[src/rtl/ram_arb_pkg.sv]
// ram_arb_pkg: shared state encoding and default RAM geometry for ram_arbiter.
package ram_arb_pkg;
    localparam int RAM_AW = 7;
    localparam int RAM_DW = 8;
    typedef enum logic [1:0] {
        ST_IDLE   = 2'd0,
        ST_ACCESS = 2'd1,
        ST_RESP   = 2'd2
    } state_t;
endpackage

[src/rtl/ram_arbiter_rr_arb2.sv]
// rr_arb2: two-requester grant picker, round-robin with RAM_ARB_RR_EN, fixed priority to port 0 otherwise.
module rr_arb2
    import ram_arb_pkg::*;
(
    input  logic       clk,
    input  logic       rst,
    input  logic [1:0] req,
    input  logic       update,
    output logic [1:0] gnt
);
`ifdef RAM_ARB_RR_EN
    // r_ptr is the port that wins a tie; it moves off whichever port was just granted
    logic r_ptr;
    always_ff @(posedge clk) begin
        if (rst) r_ptr <= 1'b0;
        else if (update && |gnt) r_ptr <= gnt[0];
    end
    always_comb gnt = (&req) ? (r_ptr ? 2'b10 : 2'b01) : req;
`else
    logic w_unused;
    assign w_unused = clk ^ rst ^ update;
    always_comb gnt = req[0] ? 2'b01 : req;
`endif
endmodule

[src/rtl/ram_arbiter.sv]
// ram_arbiter: serializes two requesters onto one synchronous-read RAM port (IDLE/ACCESS/RESP).
// Round-robin arbitration when RAM_ARB_RR_EN is defined, fixed priority otherwise.
module ram_arbiter
    import ram_arb_pkg::*;
#(
    parameter int AW = RAM_AW,
    parameter int DW = RAM_DW
) (
    input  logic          clk,
    input  logic          rst,
    input  logic          req0,
    input  logic          req1,
    input  logic          we0,
    input  logic          we1,
    input  logic [AW-1:0] addr0,
    input  logic [AW-1:0] addr1,
    input  logic [DW-1:0] wdata0,
    input  logic [DW-1:0] wdata1,
    output logic          ack0,
    output logic          ack1,
    output logic [DW-1:0] rdata0,
    output logic [DW-1:0] rdata1,
    output logic          busy,
    output logic          ram_we,
    output logic [AW-1:0] ram_addr,
    output logic [DW-1:0] ram_wdata,
    input  logic [DW-1:0] ram_rdata
);
    state_t        r_state, w_next;
    logic [1:0]    w_gnt;
    logic          w_update, r_gnt, r_we;
    logic [AW-1:0] r_addr;
    logic [DW-1:0] r_wdata, r_rdata0, r_rdata1;

    assign w_update = (r_state == ST_IDLE) && (req0 || req1);

    rr_arb2 u_arb (
        .clk    (clk),
        .rst    (rst),
        .req    ({req1, req0}),
        .update (w_update),
        .gnt    (w_gnt)
    );

    always_ff @(posedge clk) begin
        if (rst) r_state <= ST_IDLE;
        else r_state <= w_next;
    end

    always_comb begin
        w_next = ST_IDLE;
        if (r_state == ST_IDLE && w_update) w_next = ST_ACCESS;
        else if (r_state == ST_ACCESS) w_next = ST_RESP;
    end

    always_ff @(posedge clk) begin
        if (rst) begin
            r_gnt   <= 1'b0;
            r_we    <= 1'b0;
            r_addr  <= '0;
            r_wdata <= '0;
        end else if (w_update) begin
            r_gnt   <= w_gnt[1];
            r_we    <= w_gnt[1] ? we1 : we0;
            r_addr  <= w_gnt[1] ? addr1 : addr0;
            r_wdata <= w_gnt[1] ? wdata1 : wdata0;
        end
    end

    always_ff @(posedge clk) begin
        if (rst) begin
            r_rdata0 <= '0;
            r_rdata1 <= '0;
        end else if (r_state == ST_RESP && !r_we) begin
            if (r_gnt) r_rdata1 <= ram_rdata;
            else r_rdata0 <= ram_rdata;
        end
    end

    // r_we keeps the op type through RESP; the RAM strobe is only live during ACCESS
    assign ram_we    = r_we && (r_state == ST_ACCESS) && !rst;
    assign ram_addr  = r_addr;
    assign ram_wdata = r_wdata;
    assign busy      = r_state != ST_IDLE;
    assign ack0      = (r_state == ST_RESP) && !r_gnt;
    assign ack1      = (r_state == ST_RESP) && r_gnt;
    assign rdata0    = (ack0 && !r_we) ? ram_rdata : r_rdata0;
    assign rdata1    = (ack1 && !r_we) ? ram_rdata : r_rdata1;
endmodule

[config.mk]
export PLATFORM = sky130hd
export DESIGN_NAME = ram_arbiter
export DESIGN_NICKNAME = d
export VERILOG_FILES = /design/src/rtl/ram_arb_pkg.sv /design/src/rtl/ram_arbiter_rr_arb2.sv /design/src/rtl/ram_arbiter.sv
export SDC_FILE = /design/constraint.sdc
export NUM_CORES = 1
export LEC_CHECK = 0
export ABC_AREA = 1
export BUFFER_PORTS_ARGS = -buffer_cell sky130_fd_sc_hd__buf_2
export CAP_MARGIN = 30
export CORE_MARGIN = 1.5
export CORE_UTILIZATION = 26
export DETAILED_ROUTE_END_ITERATION = 10
export GPL_ROUTABILITY_DRIVEN = 0
export GPL_TIMING_DRIVEN = 0
export PLACE_DENSITY_LB_ADDON = 0.3
export REMOVE_ABC_BUFFERS = 1
export SYNTH_ARGS = -nofsm -noshare
export SYNTH_HDL_FRONTEND = slang
export SYNTH_SLANG_ARGS = --single-unit
export TNS_END_PERCENT = 1
[constraint.sdc]
create_clock -name clk -period 1.12 [get_ports clk]
set_input_delay 0.112 -clock clk [delete_from_list [all_inputs] [get_ports clk]]
set_output_delay 0.112 -clock clk [all_outputs]
set_load 0.005 [all_outputs]
==> results by group <==
Pwr
  – Power Dens Cells: 1230 nW/um^2
  – Leakage: 1.49 nW
  – VDD IR max: 0.000441 V
  – Overall power: 0.00296 W

Synth
  – Mapped Avg Cell Area: 6.54 um^2
  – Synthesis warning total: 0
  – Syn Inst Count: 268
  – Synth Register Bits: 35
  – Post-Syn Area: 1750 um^2
  – Sequential fraction of the synthesis area: 0.400
  – Distinct cells, synth: 19

Timing
  – Actual slew at the worst max-slew pin: 0.596 ns
  – WHS: 0.0961 ns
  – Slew headroom: 0.601
  – Final Hold Viols: 0
  – Final worst path period need: 1.48 ns
  – Final setup vio count: 39
  – Fmax: 678 MHz
  – Final period util: 1.32
  – Max Slew Vio Count: 0
  – RSZ-0062 raised after global routing: yes
  – Worst Skew: 0.0107 ns
  – Setup ws final: -0.356 ns

GRT
  – Global route overflow: 0
  – Initial antenna violation count: 0
  – First-pass GRT wire length: 7.40 mm
  – Overall routing resource usage: 0.131
  – Vias in the first global route: 1628
  – Pin count of the biggest net entering global routing: 21

Route
  – Drt via density: 4.21
  – Routed vias: 1818
  – Routed Antenna Nets: 0
  – WL/cell: 10.4 um
  – Drt total wl: 4.51 mm
  – First-iteration detailed-routing DRC count: 79
  – First drt pass iteration count: 9
  – Remaining DRCs: 5

Floorplanning
  – Initial Util: 0.273
  – Die area: 7240 um^2
  – Die Y-Extent: 85.1 um
  – # IOs: 79
  – # rows: 29
  – Die width: 85.1 um
  – Core area: 6420 um^2

Clock network
  – Worst-path clk slew: 0.08 ns
  – Sink Count: 35
  – H-tree depth: 2
  – Hold buffers post-CTS: 0
  – CTS tree: done
  – Maximum clock insertion buffer count: 2
  – Root Driver: clkbuf_8
  – Worst skew pair latency: 0.29 ns
  – CTS Buf Count: 5

Placed design
  – Port Buffers: 78
  – HPWL Detailed: 3.14 mm

Flow run
  – Max-cap violations: 0

Critical path
  – Worst Setup End Kind: output port
  – Critical path type: reg -> out
  – Critical Path RT: 1.01 ns
  – CP startpoint kind: flop
  – Worst-path fanout max: 7
  – Crit path DAT: 1.36 ns

Layout
  – Final layout net count: 398
  – Leading cell types in the layout, fill and taps excluded: nand2_1 (114), buf_2 (78), inv_1 (44)
  – Commonest non-fill, non-tap cell in the layout: nand2_1
  – ANT cells: 0
  – Final core occ: 0.376
  – Area delta synth->final: 37.7%
  – Fraction of layout cells with a size suffix above 1: 0.310

Status
  – Status: finished, violations left
  – Failing checks: design-rule violations, negative setup slack

Min path
  – Min-delay worst type: in -> reg
report_power, final:
part / internal, W / switching [W]
registers: 0.00132 / 0.0000533
clock network: 0.000562 / 0.000455
logic: 0.000244 / 0.000324
cells in the mapped netlist:
cell / n / share of area
nand2_1: 114 / 0.24
inv_1: 44 / 0.094
dfxtp_1: 35 / 0.40
nor2_1: 18 / 0.039
nand3_1: 17 / 0.049
nand4_1: 16 / 0.057
buf_2: 3 / 0.0086
buf_6: 3 / 0.019
clkbuf_1: 3 / 0.0064
inv_2: 3 / 0.0064
clkinv_1: 2 / 0.0043
nand3_4: 2 / 0.020
nor2_8: 2 / 0.023
buf_4: 1 / 0.0043
nand2_2: 1 / 0.0036
nor2_4: 1 / 0.0064
nor3_1: 1 / 0.0029
nor4_1: 1 / 0.0036
o21ai_4: 1 / 0.0093
worst max-delay path: stages (launching register included):
cell and delay (ns):
dfxtp_4 0.37, inv_6 0.05, nor2_8 0.16, buf_12 0.14, nand4_1 0.09, nand2_1 0.11
inv_1 0.05, buf_2 0.12
path summary, 6_finish.rpt:
check	start	end	slack (ns)	depth (start not counted)
setup / recovery	r_state[1]	rdata1[0]	-0.36	7
hold / removal	wdata1[1]	ram_wdata[1]	0.1	5
setup reg to reg	r_state[1]	r_rdata1[0]	-0.24	9
hold reg to reg	ram_wdata[4]	ram_wdata[4]	0.47	2
layout make-up:
class,instances,area [um^2]
clock buffer,8,100
fill,719,4010
inverter,49,199
multi-input combinational,175,812
sequential,35,712
tap,77,96.3
timing repair buffer,88,494
metal layers:
layer  vias up  global-route usage  part of all wire
li1        983                   -                 -
met1       754               0.167              0.47
met2        75               0.203              0.44
met3         6              0.0399             0.080
met4         0              0.0581             0.016
met5         -                   0                 0
sequential cells by signal, summed over array words and instances (netlist names):
name,cells
r_rdata1,8
ram_wdata,8
ram_addr,7
r_gnt,1
r_we,1
r_rdata0,8
r_state,2
logic make-up after synthesis:
family,after synthesis,synth area share
buffers and inverters,59,0.143
DFF,35,0.400
AOI/OAI and AO/OA,1,0.00928
and+or+nand+nor,173,0.448
per-stage QoR:
stage	TNS, ns	instances	area (um^2)	worst slack [ns]
finish	-8.65	432	2410	-0.356
floorplan	-2.63	258	1690	-0.172
CTS	-9.17	429	2370	-0.355
global placement	-17.27	413	2170	-0.551
global route	-13.01	432	2410	-0.476
detailed placement	-18.28	413	2170	-0.561
what timing repair did:
item                       in CTS  in global routing
gates resized for setup         9                  4
gates cloned                    1                  0
buffers inserted                7                  3
pin swaps                      16                 12
setup endpoints to repair      54                 52
Power figures use the tool's default switching activity.
